===== src/rtl/sequencer_control.sv =====
// sequencer_control: registered control-strobe generator driven by the automaton step index
// Ports: clock/reset (async active-low); step, data_bus in; fetch/execute strobes
// (sel_pc, mem_read, mem_write, ld_inst, sel_inc, ld_pc, reg_sel, reg_ld),
// fsm_restart, latched inst, sticky illegal/seq_error out.
// SEQ_HALT_EN adds the HALT opcode 0xAE and the sticky halted output.
module sequencer_control #(
  parameter int STEPS = 24
) (
  input  logic                     clock,
  input  logic                     reset,
  input  logic [$clog2(STEPS)-1:0] step,
  input  logic [7:0]               data_bus,
  output logic                     sel_pc,
  output logic                     mem_read,
  output logic                     mem_write,
  output logic                     ld_inst,
  output logic                     sel_inc,
  output logic                     ld_pc,
  output logic [2:0]               reg_sel,
  output logic                     reg_ld,
  output logic                     fsm_restart,
  output logic [7:0]               inst,
  output logic                     illegal,
  output logic                     seq_error
`ifdef SEQ_HALT_EN
  ,
  output logic                     halted
`endif
);
  logic [$clog2(STEPS)-1:0] prev;
  logic first, halt_st;
  int s, p, last;
  logic mov, setab, alu, ls, go, hlt, bad_bus, ok, run;
  always_comb begin
    s = int'(step);
    p = int'(prev);
    mov = inst[7:6] == 2'b00;
    setab = inst[7:6] == 2'b01;
    alu = inst[7:4] == 4'b1000;
    ls = inst[7:4] == 4'b1001;
    go = inst[7:6] == 2'b11;
`ifdef SEQ_HALT_EN
    hlt = inst == 8'hAE;
    bad_bus = data_bus[7:5] == 3'b101 && data_bus != 8'hAE;
`else
    hlt = 1'b0;
    bad_bus = data_bus[7:5] == 3'b101;
`endif
    last = go ? 23 : ls ? 11 : 7;
    // after reset only step 0 is accepted; otherwise hold, advance, or restart
    ok = s < STEPS && s <= last && (first ? s == 0 : (s == p || s == p + 1 || (fsm_restart && s == 0)));
    run = ok && !halt_st;
  end
`ifdef SEQ_HALT_EN
  assign halted = halt_st;
`endif
  always_ff @(posedge clock or negedge reset) begin
    if (!reset) begin
      sel_pc <= 1'b0;
      mem_read <= 1'b0;
      mem_write <= 1'b0;
      ld_inst <= 1'b0;
      sel_inc <= 1'b0;
      ld_pc <= 1'b0;
      reg_sel <= 3'd0;
      reg_ld <= 1'b0;
      fsm_restart <= 1'b0;
      inst <= 8'h00;
      illegal <= 1'b0;
      seq_error <= 1'b0;
      halt_st <= 1'b0;
      prev <= '0;
      first <= 1'b1;
    end else begin
      prev <= step;
      first <= 1'b0;
      sel_pc <= run && (s <= 3 || (go && ((s >= 6 && s <= 9) || (s >= 14 && s <= 17))));
      mem_read <= run && ((s >= 1 && s <= 3) || (go && ((s >= 7 && s <= 9) || (s >= 15 && s <= 17))) || (ls && !inst[3] && s >= 8 && s <= 10));
      mem_write <= run && ls && inst[3] && s >= 8 && s <= 10;
      ld_inst <= run && s == 3;
      sel_inc <= run && ((s >= 4 && s <= 5) || (go && (s == 10 || s == 11 || s == 18 || s == 19)));
      ld_pc <= run && (s == 5 || (go && (s == 11 || s == 19 || s == 23)));
      reg_sel <= run && ((mov && s >= 6 && s <= 7) || (ls && s >= 6 && s <= 10)) ? inst[2:0] : 3'd0;
      reg_ld <= run && (((mov || setab || alu) && s == 7) || (ls && !inst[3] && s == 10));
      if (run && s == 3) inst <= data_bus;
      illegal <= illegal || (run && s == 3 && bad_bus);
      seq_error <= seq_error || !ok;
      // a violation also kicks the automaton back to step 0
      fsm_restart <= !ok || (s == last && !hlt && !halt_st);
      halt_st <= halt_st || (ok && hlt && s == last);
    end
  end
endmodule


===== config.mk =====
export PLATFORM = sky130hd
export DESIGN_NAME = sequencer_control
export DESIGN_NICKNAME = d
export VERILOG_FILES = /design/src/rtl/sequencer_control.sv
export SDC_FILE = /design/constraint.sdc
export NUM_CORES = 1
export LEC_CHECK = 0
export ABC_AREA = 1
export BUFFER_PORTS_ARGS = -buffer_cell sky130_fd_sc_hd__buf_4
export CORE_UTILIZATION = 50
export DETAILED_ROUTE_END_ITERATION = 12
export PLACE_DENSITY_LB_ADDON = 0.2
export SYNTH_ARGS = -nofsm -noshare
export SYNTH_HDL_FRONTEND = slang
export SYNTH_SLANG_ARGS = --single-unit

===== constraint.sdc =====
create_clock -name clock -period 2.41 [get_ports clock]
set_input_delay 0.482 -clock clock [delete_from_list [all_inputs] [get_ports clock]]
set_output_delay 0.482 -clock clock [all_outputs]
set_load 0.005 [all_outputs]

==> Flow_metrics.wiki <==
{| class="wikitable"
! Metric !! Value
|-
| Source-to-sink clock delay at the later pin of the worst-skew pair || 340 ps
|-
| Antenna-violating nets left || 0
|-
| Synth Net Count || 211
|-
| Critical path required time || 2700 ps
|-
| Total die area || 3230 sq um
|-
| Routability congestion estimate || ~0.9
|-
| Critical Path Fanout Max || 9
|-
| Root buffer cell || sky130_fd_sc_hd__clkbuf_4
|-
| Hold violation count in the final report || 0
|-
| Power density normalized to cell area || between 400 and 500 nW/um^2
|-
| Slowest cell delay on critical path || 450 ps
|-
| CTS sink count || 27
|-
| Length of the first detailed-routing pass in iterations || 8
|-
| Post-CTS Repair Setup Buffers || 0
|-
| Total Negative Setup Slacks || 0 ps
|-
| Fraction of the cycle the final worst path needs || 0.913
|-
| Share of cells above drive strength 1 || 0.263
|-
| Placeable core region || between 2000 and 3000 sq um
|-
| Total GRT Usage || 0.228
|-
| Detailed-route wire length || between 3000 and 4000 um
|-
| Critical path startpoint category || flop
|-
| Clock H-tree levels || 1
|-
| Setup Skew || roughly 16 ps
|-
| Growth of design area from synthesis to finish || 20.8%
|-
| Critical path's top delay family || simple AND/OR/NAND/NOR gates
|-
| Ordered cell list for the critical path || or2_2 -> nor2_2 -> inv_1 -> ha_1 -> nand3_1 -> nand2_1 -> a21oi_4 -> buf_4 -> nand4_1 -> nand2_1
|-
| Run status || finished, violations left
|-
| Post-synthesis sequential element count || 27
|-
| Count of inserted antenna diode cells || 0
|-
| Reported leakage power || 0.989 nW
|-
| Commonest register cell after synthesis || sky130_fd_sc_hd__dfrtp_1
|-
| Number of enable flip-flop cells after synthesis || 0
|-
| Post-route setup slack || between 200 and 250 ps
|-
| Worst voltage drop across the vdd grid || 0.337 mV
|-
| Number of vias per cell after detailed routing || around 5.4
|-
| Initial DRC Count || 43
|-
| Via count || 1396
|-
| Number of buffers inserted during clock tree synthesis || 3
|-
| Clock slew seen by the registers of the worst setup and hold paths || about 150 ps
|-
| Violations in the final reports || design-rule violations
|-
| Most common cell type on the critical path || sky130_fd_sc_hd__nand2_1
|-
| Class of the worst hold path || in2async
|-
| Setup CP Type || reg2reg
|-
| Number of buffer and inverter stages on the critical path || 2
|-
| Horizontal extent of the die || 56.8 um
|-
| Final non-filler cell total || 259
|-
| Final count of pins violating max slew || 0
|-
| Die Y || 56.8 um
|-
| Post-detailed-route wirelength per cell || 12.3 um
|-
| Reported max-cap violation count || 0
|-
| Pin count of the biggest net entering global routing || 28
|-
| Number of distinct standard cells referenced by the synthesized netlist || 31
|-
| Initial Utilization || 0.536
|-
| Count of endpoints failing setup in the final report || 0
|-
| Port buffer count || 35
|-
| Combined area of the multi-input logic cells || 692 sq um
|-
| Storage cell area || 677 sq um
|-
| Via count of the first global-routing pass || 1278
|-
| Dpl ws || approximately 170 ps
|-
| DRC viols || 2
|-
| Synthesized area || roughly 1500 sq um
|-
| First-pass GRT wire length || 5620 um
|-
| Setup repair after global routing missed its margin || false
|-
| Net count of the finished layout || 248
|-
| Critical path data arrival time || 2490 ps
|-
| Cell row count || 19
|-
| Count of fill cells added during filler insertion || approximately 250
|-
| Period minus WS final || ~2200 ps
|-
| CP endpoint kind || flop
|-
| Standard cell with the maximum stage delay on the critical path || sky130_fd_sc_hd__dfrtp_1
|-
| Residual overflow from global routing || 0
|-
| Cells after synthesis || 192
|-
| Maximum count of clock buffers along a single path || 2
|-
| Post-synthesis sequential area ratio || 0.450
|-
| Timing-limited maximum frequency || 455 MHz
|-
| Async set or reset register ratio after synthesis || 1.00
|-
| Warnings from Yosys || 0
|-
| Antenna violations before repair || 0
|-
| Mean instance size in the synthesized netlist || roughly 8 sq um
|-
| I/O pin count || 36
|-
| Clock tree from TritonCTS || done
|-
| Final HPWL DP || roughly 2500 um
|-
| Cells after DPL || 255
|}
-- worst register-to-register path, delay by kind of cell (launching register included) --
family / cells / cell delay (ps)
simple gates: 6 / 830
flops: 1 / 450
buf+inv: 2 / 300
fa+ha+maj: 1 / 300
compound gates: 1 / 260
-- sequential cells by signal (all words and copies together), names as in the netlist --
register     cells
inst             8
prev             5
reg_sel          3
first            1
fsm_restart      1
illegal          1
ld_inst          1
ld_pc            1
mem_read         1
mem_write        1
reg_ld           1
sel_inc          1
sel_pc           1
seq_error        1
-- synth_stat cells (2+ instances only) --
cell type | n | share of area
sky130_fd_sc_hd__nor2_2 | 2 | 0.0083
sky130_fd_sc_hd__nor2_1 | 15 | 0.037
sky130_fd_sc_hd__nor3_1 | 3 | 0.010
sky130_fd_sc_hd__xnor2_1 | 2 | 0.012
sky130_fd_sc_hd__inv_2 | 8 | 0.020
sky130_fd_sc_hd__nand3_1 | 8 | 0.027
sky130_fd_sc_hd__nand4_1 | 11 | 0.046
sky130_fd_sc_hd__nand2_1 | 59 | 0.15
sky130_fd_sc_hd__buf_2 | 2 | 0.0067
sky130_fd_sc_hd__dfrtp_1 | 26 | 0.43
sky130_fd_sc_hd__inv_1 | 21 | 0.052
sky130_fd_sc_hd__o21ai_0 | 7 | 0.023
sky130_fd_sc_hd__ha_1 | 4 | 0.033
sky130_fd_sc_hd__nand2_4 | 2 | 0.015
sky130_fd_sc_hd__a21oi_1 | 6 | 0.020
-- per-stage QoR --
step	utilization	area [sq um]	hold WS (ps)	power (mW)
after floorplan	-	1500	186	0.553
after global placement	0.636	1780	405	0.599
after detailed placement	0.636	1780	412	0.604
after CTS	0.647	1810	25.0	0.802
after global routing	0.648	1820	23.2	0.835
final	0.648	1820	24.6	0.796
-- per-layer routing --
metal,part of all wire,track usage,vias up,wire length [um]
met5,0,0,-,0
met4,0.012,0.0767,0,38
met3,0.063,0.0530,5,200
met2,0.49,0.388,45,1570
met1,0.43,0.284,662,1380
li1,-,-,684,-
-- what timing repair did --
action | 4_1_cts | 5_1_grt
endpoints found under the hold margin | 0 | 0
resized for setup | 0 | 1
endpoints found under the setup margin | 0 | 2
hold buffers | 0 | 0
-- final timing paths --
path / startpoint / endpoint / slack [ps] / cells past startpoint
worst min register to register: seq_error / seq_error / 480 / 1
min in group clock: step[0] / prev[0] / 300 / 1
max in group asynchronous: reset / first / 2090 / 1
worst max register to register: inst[6] / inst[2] / 210 / 10
worst max-delay path: inst[6] / inst[2] / 210 / 10
worst min-delay path: reset / reg_sel[1] / 20 / 1
-- cell usage in the layout, fill, tap and decap left out --
master	n
sky130_fd_sc_hd__conb_1	1
sky130_fd_sc_hd__a41oi_1	1
sky130_fd_sc_hd__nor3_1	3
sky130_fd_sc_hd__nand4_2	1
sky130_fd_sc_hd__ha_1	4
sky130_fd_sc_hd__dfrtp_1	26
sky130_fd_sc_hd__clkbuf_4	3
sky130_fd_sc_hd__and3b_1	1
sky130_fd_sc_hd__o21ai_1	1
sky130_fd_sc_hd__o21ai_0	7
sky130_fd_sc_hd__nand2_4	2
sky130_fd_sc_hd__buf_4	36
sky130_fd_sc_hd__a21oi_4	1
sky130_fd_sc_hd__or2_1	1
sky130_fd_sc_hd__xnor2_1	2
sky130_fd_sc_hd__o2111ai_1	1
sky130_fd_sc_hd__nand2_1	59
sky130_fd_sc_hd__clkinvlp_4	1
sky130_fd_sc_hd__inv_1	21
sky130_fd_sc_hd__inv_2	8
sky130_fd_sc_hd__nand4_1	11
sky130_fd_sc_hd__nor2_4	1
sky130_fd_sc_hd__or2_2	1
sky130_fd_sc_hd__a32oi_1	1
sky130_fd_sc_hd__nand2_2	1
sky130_fd_sc_hd__a21oi_1	6
sky130_fd_sc_hd__nor2_2	3
sky130_fd_sc_hd__dfstp_2	1
sky130_fd_sc_hd__nand3_4	1
sky130_fd_sc_hd__nand3_1	8
sky130_fd_sc_hd__nor2_1	14
-- power breakdown --
group	total, mW	switching, mW	internal (mW)
Combinational	0.127	0.0790	0.0483
Sequential	0.469	0.00743	0.462
Clock	0.199	0.135	0.0637
Total	0.796	0.222	0.574
-- logic make-up after synthesis --
kind of cell             count (synthesis)  synth area share
buffers and inverters                   33            0.0915
XOR/XNOR                                 2            0.0116
AO/OA/AOI/OAI                           18            0.0749
other                                    1           0.00249
adder cells (fa/ha/maj)                  4            0.0333
flip-flops                              27             0.450
AND/OR/NAND/NOR                        107             0.336
-- area by class of cell --
class | count | area share
clock buffer | 3 | 0.0124
clock inverter | 1 | 0.00413
inverter | 29 | 0.0599
multi-input combinational | 132 | 0.381
sequential | 27 | 0.373
tap | 31 | 0.0213
timing repair buffer | 36 | 0.149
Note: power is estimated with default switching activity, not from simulation.
